===== src/rtl/aes_spi_slave_if.sv =====
// rtl/aes_spi_slave_if.sv - SPI mode-0 slave front end for the AES core
// Receives plaintext+key in one CS frame, returns ciphertext in a later frame.
module aes_spi_slave_if #(
   parameter int Nk          = 4,
   parameter int BLOCK_W     = 128,
   parameter int SYNC_STAGES = 2
) (
   input  logic                clk,
   input  logic                rst,
   input  logic                sclk,
   input  logic                cs_n,
   input  logic                sdi,
   output logic                sdo,
   output logic [BLOCK_W-1:0]  pt_out,
   output logic [32*Nk-1:0]    key_out,
   output logic                frame_valid,
   input  logic [BLOCK_W-1:0]  ct_in,
   input  logic                ct_valid,
   output logic                busy,
   output logic                frame_err
);
   localparam int KEY_W = 32 * Nk;
   localparam int TOTAL = BLOCK_W + KEY_W;
   localparam int CNT_W = $clog2(TOTAL + 1);
   localparam logic [CNT_W-1:0] TOTAL_C = CNT_W'(TOTAL);

   typedef enum logic [2:0] {IDLE, RX, WAIT_CT, READY, TX} state_t;

   state_t                  state, state_nxt;
   logic [SYNC_STAGES-1:0]  sclk_sync, cs_sync, sdi_sync;
   logic                    sclk_d, cs_d;
   logic [TOTAL-1:0]        rx_sr, rx_sr_nxt;
   logic [CNT_W-1:0]        cnt, cnt_nxt;
   logic                    ovf, ovf_nxt;
   logic [BLOCK_W-1:0]      tx_sr, tx_sr_nxt;
   logic                    load_rx, fv_set, err_set, fv_pend, err_pend;

   // The delayed copies give edge detection one registered stage past the synchroniser
   always_ff @(posedge clk or posedge rst) begin
      if (rst) begin
         sclk_sync <= '0;
         cs_sync   <= '1;
         sdi_sync  <= '0;
         sclk_d    <= 1'b0;
         cs_d      <= 1'b1;
      end else begin
         sclk_sync <= {sclk_sync[SYNC_STAGES-2:0], sclk};
         cs_sync   <= {cs_sync[SYNC_STAGES-2:0], cs_n};
         sdi_sync  <= {sdi_sync[SYNC_STAGES-2:0], sdi};
         sclk_d    <= sclk_sync[SYNC_STAGES-1];
         cs_d      <= cs_sync[SYNC_STAGES-1];
      end
   end

   logic sclk_s, cs_s, sdi_s, sclk_rise, sclk_fall, cs_rise, cs_fall;
   assign sclk_s    = sclk_sync[SYNC_STAGES-1];
   assign cs_s      = cs_sync[SYNC_STAGES-1];
   assign sdi_s     = sdi_sync[SYNC_STAGES-1];
   assign sclk_rise = sclk_s & ~sclk_d;
   assign sclk_fall = ~sclk_s & sclk_d;
   assign cs_rise   = cs_s & ~cs_d;
   assign cs_fall   = ~cs_s & cs_d;

   always_comb begin
      state_nxt = state;
      rx_sr_nxt = rx_sr;
      cnt_nxt   = cnt;
      ovf_nxt   = ovf;
      tx_sr_nxt = tx_sr;
      load_rx   = 1'b0;
      fv_set    = 1'b0;
      err_set   = 1'b0;
      case (state)
         IDLE: begin
            if (cs_fall) begin
               state_nxt = RX;
               rx_sr_nxt = '0;
               cnt_nxt   = '0;
               ovf_nxt   = 1'b0;
            end
         end
         RX: begin
            // A coincident final sclk sample is folded in before the cs_n rise is judged
            if (sclk_rise) begin
               rx_sr_nxt = {rx_sr[TOTAL-2:0], sdi_s};
               if (cnt == TOTAL_C) ovf_nxt = 1'b1;
               else                cnt_nxt = cnt + CNT_W'(1);
            end
            if (cs_rise) begin
               if (cnt_nxt == TOTAL_C && !ovf_nxt) begin
                  load_rx   = 1'b1;
                  fv_set    = 1'b1;
                  state_nxt = WAIT_CT;
               end else begin
                  err_set   = 1'b1;
                  state_nxt = IDLE;
               end
            end
         end
         WAIT_CT: begin
            if (ct_valid) begin
               tx_sr_nxt = ct_in;
               state_nxt = READY;
            end
         end
         READY: begin
            if (cs_fall) state_nxt = TX;
         end
         TX: begin
            if (sclk_fall) tx_sr_nxt = {tx_sr[BLOCK_W-2:0], 1'b0};
            if (cs_rise)   state_nxt = IDLE;
         end
         default: state_nxt = IDLE;
      endcase
   end

   always_ff @(posedge clk or posedge rst) begin
      if (rst) begin
         state       <= IDLE;
         rx_sr       <= '0;
         cnt         <= '0;
         ovf         <= 1'b0;
         tx_sr       <= '0;
         pt_out      <= '0;
         key_out     <= '0;
         fv_pend     <= 1'b0;
         err_pend    <= 1'b0;
         frame_valid <= 1'b0;
         frame_err   <= 1'b0;
      end else begin
         state       <= state_nxt;
         rx_sr       <= rx_sr_nxt;
         cnt         <= cnt_nxt;
         ovf         <= ovf_nxt;
         tx_sr       <= tx_sr_nxt;
         fv_pend     <= fv_set;
         err_pend    <= err_set;
         frame_valid <= fv_pend;
         frame_err   <= err_pend;
         if (load_rx) begin
            pt_out  <= rx_sr_nxt[TOTAL-1 -: BLOCK_W];
            key_out <= rx_sr_nxt[KEY_W-1:0];
         end
      end
   end

   assign busy = (state != IDLE);
   assign sdo  = (state == TX && !cs_s) ? tx_sr[BLOCK_W-1] : 1'b0;

endmodule

===== config.mk =====
export PLATFORM = sky130hd
export DESIGN_NAME = aes_spi_slave_if
export DESIGN_NICKNAME = d
export VERILOG_FILES = /design/src/rtl/aes_spi_slave_if.sv
export SDC_FILE = /design/constraint.sdc
export NUM_CORES = 1
export LEC_CHECK = 0
export ABC_AREA = 1
export BUFFER_PORTS_ARGS = -buffer_cell sky130_fd_sc_hd__buf_4
export CORE_MARGIN = 8
export CORE_UTILIZATION = 27
export CTS_CLUSTER_DIAMETER = 50
export DETAILED_ROUTE_END_ITERATION = 7
export HOLD_SLACK_MARGIN = 0.08
export SETUP_SLACK_MARGIN = 0.15
export SLEW_MARGIN = 0
export SYNTH_ARGS = -nofsm -noshare
export SYNTH_HDL_FRONTEND = slang
export SYNTH_SLANG_ARGS = --single-unit

===== constraint.sdc =====
create_clock -name clk -period 29.5 [get_ports clk]
set_input_delay 8.85 -clock clk [delete_from_list [all_inputs] [get_ports clk]]
set_output_delay 8.85 -clock clk [all_outputs]
set_load 0.005 [all_outputs]

Word level (Yosys, flattened, before mapping)
Index checks and enable logic that the tools add are counted.

Muxes and demuxes: 30. $lt $le $gt $ge: 0. Divide/modulo/power cells: 0. Add/sub/neg operators: 1. Reduce and logical (&&, ||, !) cells: 11. Shift operators: 0. Bitwise logic cells: 8. $mul: 0. Eq/ne operators: 12.

Operators with widths (number): $mux 256 (2); $pmux 256 s2 (1); $mux 128 (2); $pmux 128 s2 (1); $mux 9 (4); $eq 9x9->1 const B (2); $pmux 9 s2 (1); $mux 3 (5); $pmux 3 s5 (1); $ne 2x2->1 const B (6); $mux 1 (11); $add 9x1->9 const B (1); $eq 3x2->1 const B (2); $reduce_and 5->1 (1); $and 1x1->1 (4); $not 1->1 (4); $reduce_bool 2->1 (2); $eq 3x1->1 const B (1); $eq 3x3->1 const B (1); $logic_not 3->1 (1); $reduce_and 3->1 (1); $reduce_bool 3->1 (1); $logic_and 1x1->1 (2); $logic_not 1->1 (2); other kinds (3) (3).

Latch bits: 0. Memory bits (read-only): 0. Register bits after elaboration: 665. Logic and storage cells: 78. Bits in writable memories: 0. Memories: 0. Output and inout port bits: 260.

Longest topological paths before layout
Depth in word-level cells: 9. Gate-level depth with buffers: 15. Depth with buffers taken out: 13.

Least setup slack after synthesis
No wires, ideal clock.

Path kind: reg-to-output. From: reg state[1]. To: out sdo. Path buffers: 2. Stages on the path, launching flop included: 6. Slack: 19109 ps. Data arrival time: 1541 ps. Data required time: 20650 ps. Path through: dfrtp_1 -> nor3_2 -> clkbuf_1 -> clkbuf_1 -> inv_1 -> nor3_1.

Word-level cells in the longest chain between the ends: 3.

Ends and longest elaborated chain: start: declaration (line 29) `state_t state, state_nxt;`; start signal: assignment (line 131) `state <= state_nxt;`; $eq 3x3->1 (line 148) `assign sdo = (state == TX && !cs_s) ? tx_sr[BLOCK_W-1] : 1'b0;`; $logic_and 1x1->1 (line 148); $mux 1 (line 148); end: declaration (line 13) `output logic sdo,`.

No other way between the ends.

Worst setup path after layout
From: in ct_valid. To: reg tx_sr[34].

Word-level cells in the longest chain between the ends: 2.

Ends and longest elaborated chain: start: declaration (line 18) `input logic ct_valid,`; $ne 2x2->1 (no source line); $reduce_and 3->1 (no source line); end signal: assignment (line 135) `tx_sr <= tx_sr_nxt;`; end: declaration (line 35) `logic [BLOCK_W-1:0] tx_sr, tx_sr_nxt;`.

No other way between the ends. A chain may end at the register's enable or synchronous reset.

==> impl_metrics.yaml <==
logic_synthesis:
  synth_edf_count: 0
  synth_area_leaders: "dfrtp_1 (55%), inv_1 (15%), nand2_1 (8.6%)"
  async_flop_share_pct: 100.0
  synth_warnings: 0
  synth_compound_area_share_pct: 11.11
  synth_simple_gate_area_share_pct: 14.69
  yosysUniqueCellTypes: 29
  netlist_top_cells_count: "inv_1 (1168), nand2_1 (685), dfrtp_1 (662), o22ai_1 (261), nand4_1 (257)"
  yosysSeqAreaShare_pct: 55.76
  synthMuxAreaShare_pct: 0
  synth_top_family_by_area: "buffers and inverters"
  syn_area_per_cell_um2: 8.322
  synthCells: 3587
  synth.most_common_cell: "inv_1"
  yosys_most_used_dff: "dfrtp_1"
  synth.top_cell.area_share_pct: 55.49
  ys_ff_latch: 665
  synth_top_cell_by_area: "dfrtp_1"
  syn_nets: 3723
  synth_area_mm2: 0.02985
  synthXorXnorAreaFrac_pct: 0.08802
  synth_fa_ha_area_share_pct: 0.08383
layout:
  utilization_pct: 33.81
  drive_above_1_share_pct: 15.27
  seq_area_mm2: 0.01664
  nets: 4014
  multiInputGateArea_mm2: 0.007807
  syn_to_final_growth_pct: 24.82
  fillers: 11520
  instances_no_fill: 5453
power:
  combinationalPowerShare_pct: 10.8
  p_leak_nw: 19.49
  pwr-share-clk_pct: 49.9
  switchingPower_mw: 0.6626
  seq_power_share_pct: 39.4
  sw_frac_of_total_pct: 28.36
  powerDensity_mw_per_mm2: 62.71
  max-vdd-ir-drop_mv: 0.04629
  internal_power_mw: 1.674
floorplan:
  start_util_pct: 27.09
  dieArea_mm2: 0.1215
  coreArea_mm2: 0.1102
  io-pin-count: 394
  fp.dieH_um: 348.5
  die_w_um: 348.5
  row_count: 122
timing:
  finalWorstSetupSlack_ns: 18.51
  fmax_ghz: 0.09096
  min_period_over_period_pct: 37.27
  setup_violations: 0
  hold_viol_final: 0
  period_needed_ns: 10.99
  fin_setup_tns_ns: 0
  drv_slew: 0
  worst-slew-pin-transition_ns: 1.137
  rsz0062_at_grt: "false"
  relSlewSlack_pct: 24.19
  skew_ns: 0.01660
setup_path:
  crit_type: "in -> reg"
  cp.required_ns: 30.05
  critPathSlowestCell: "buf_4"
  path_cells: "buf_4 > inv_1 > nand2_1 > o211a_4 > buf_4 > buf_4 > o211ai_1 > o21ai_0"
  crit_top_cell: "buf_4"
  cp_max_fo: 93
  worstSetupStartpointType: "input pin"
  cp-end-kind: "register"
  crit_path_max_incr_delay_ns: 0.75
  cp.arrival_ns: 11.55
detailed_routing:
  top_layer_used: "met4"
  met2_length_um: 37660
  drc_errors: 0
  drt-met1-wl_um: 36620
  drt_iter0_drc: 1451
  antenna_left: 0
  routed_wl_um: 80920
  first_pass_iters: 5
  wl_met3_um: 4388
  route.vias.total: 23390
  wl_per_cell_um: 14.84
  routed_via_density: 4.290
cts:
  cts_post_setup_buffers_inserted: 0
  clk_latency_ns: 0.65
  tritoncts.num_buffers: 92
  htree_num_levels: 3
  clock_path_buffers: 3
  hold_buffers: 0
  cts.sinks: 665
  clockRootBuffer: "clkbuf_16"
  cts_tree: "built"
  clk_pin_slew_ns: 0.06
  cts.repair.resized: 0
placement:
  post-dp-hpwl_um: 50080
  port_buffers: 393
  place.gp.congestion: 0.7627
  pre_cts_slack_ns: 17.85
  dp_cells: 5272
worst_hold_path:
  min_path_type: "reg -> reg"
status:
  status: "complete, no violations"
global_route:
  grt_max_degree: 200
  grt_pass1_wl_um: 131300
  track_usage_pct: 13.18
  grt_pass1_vias: 23750
  antenna_found_initial: 12
  grt_overflow: 0
job:
  max_cap_violations: 0
## cells by family (layout without fill, tap and decap cells)
| kind of cell | Yosys count | count (layout) |
|---|---|---|
| DFF | 665 | 665 |
| adders and majority gates | 2 | 2 |
| other | 0 | 10 |
| buffers and inverters | 1406 | 1774 |
| xor gates and xnor gates | 3 | 3 |
| and+or+nand+nor | 979 | 979 |
| AOI/OAI and AO/OA | 532 | 532 |
## cell type report
type	count	area share, %
repair buffers	421	8.583
well taps	1488	4.996
diodes	10	0.06716
clock inverters	60	2.109
multi-input cells	1516	20.95
flip-flops and latches	665	44.67
clock buffers	111	6.696
inverters	1182	11.93
## worst max-delay path, delay by kind of cell
family	cells	cell delay (ns)
and+or+nand+nor	1	0.09
buffers and inverters	4	1.55
AOI/OAI and AO/OA	3	0.96
## metal layers
layer	GRT usage, %	vias up
met1	17.04	11200
met4	4.893	0
met3	3.197	131
met5	0	-
met2	21.39	448
li1	-	11610
## state kept, by name, indices dropped and copies added, names as in the netlist
name	cells
cnt	9
cs_d	1
cs_sync	2
err_pend	1
frame_err	1
frame_valid	1
fv_pend	1
key_out	128
ovf	1
pt_out	128
rx_sr	256
sclk_d	1
sclk_sync	2
sdi_sync	2
state	3
tx_sr	128
## placed cells by master, fill, tap and decap left out, drive strengths merged
cell type	netlist	layout
a21boi	1	1
nand3	15	15
o22ai	261	261
clkbuf	84	111
nand2	685	685
clkinvlp	0	6
nand4	257	257
o211ai	128	128
buf	140	421
o21ai	140	140
ha	2	2
clkinv	9	37
bufinv	0	11
a21oi	1	1
dfrtp	662	662
dfstp	3	3
xor2	3	3
nor2	17	17
o211a	1	1
nor3	5	5
inv	1173	1188
diode	0	10
## path summary, 6_finish.rpt
kind / from / to / slack (ns) / depth (start not counted)
max reg2reg: state[1] / key_out[26] / 25.08 / 10
min reg2reg: sclk_sync[0] / sclk_sync[1] / 0.36 / 0
min in group asynchronous: rst / pt_out[32] / 8.32 / 2
max in group asynchronous: rst / rx_sr[118] / 18.78 / 4
max: ct_valid / tx_sr[34] / 18.51 / 8
min: sclk_sync[0] / sclk_sync[1] / 0.36 / 0
## metrics by stage
| stage | instance area, um2 | hold slack, ns | power, mW |
|---|---|---|---|
| floorplan | 29850 | 0.3312 | 1.113 |
| global placement | 33960 | 0.3322 | 1.190 |
| detailed placement | 33960 | 0.3465 | 1.191 |
| CTS | 37240 | 0.3588 | 2.379 |
| global route | 37260 | 0.3665 | 2.436 |
| finish | 37260 | 0.3551 | 2.337 |
## power by group through the flow
stage	Sequential, mW	Clock, mW	Combinational [mW]
floorplan	0.936	0	0.177
global placement	0.936	0	0.255
detailed placement	0.936	0	0.256
CTS	0.919	1.20	0.256
global route	0.920	1.24	0.277
finish	0.920	1.17	0.251
Note: power is estimated with default switching activity, not from simulation.
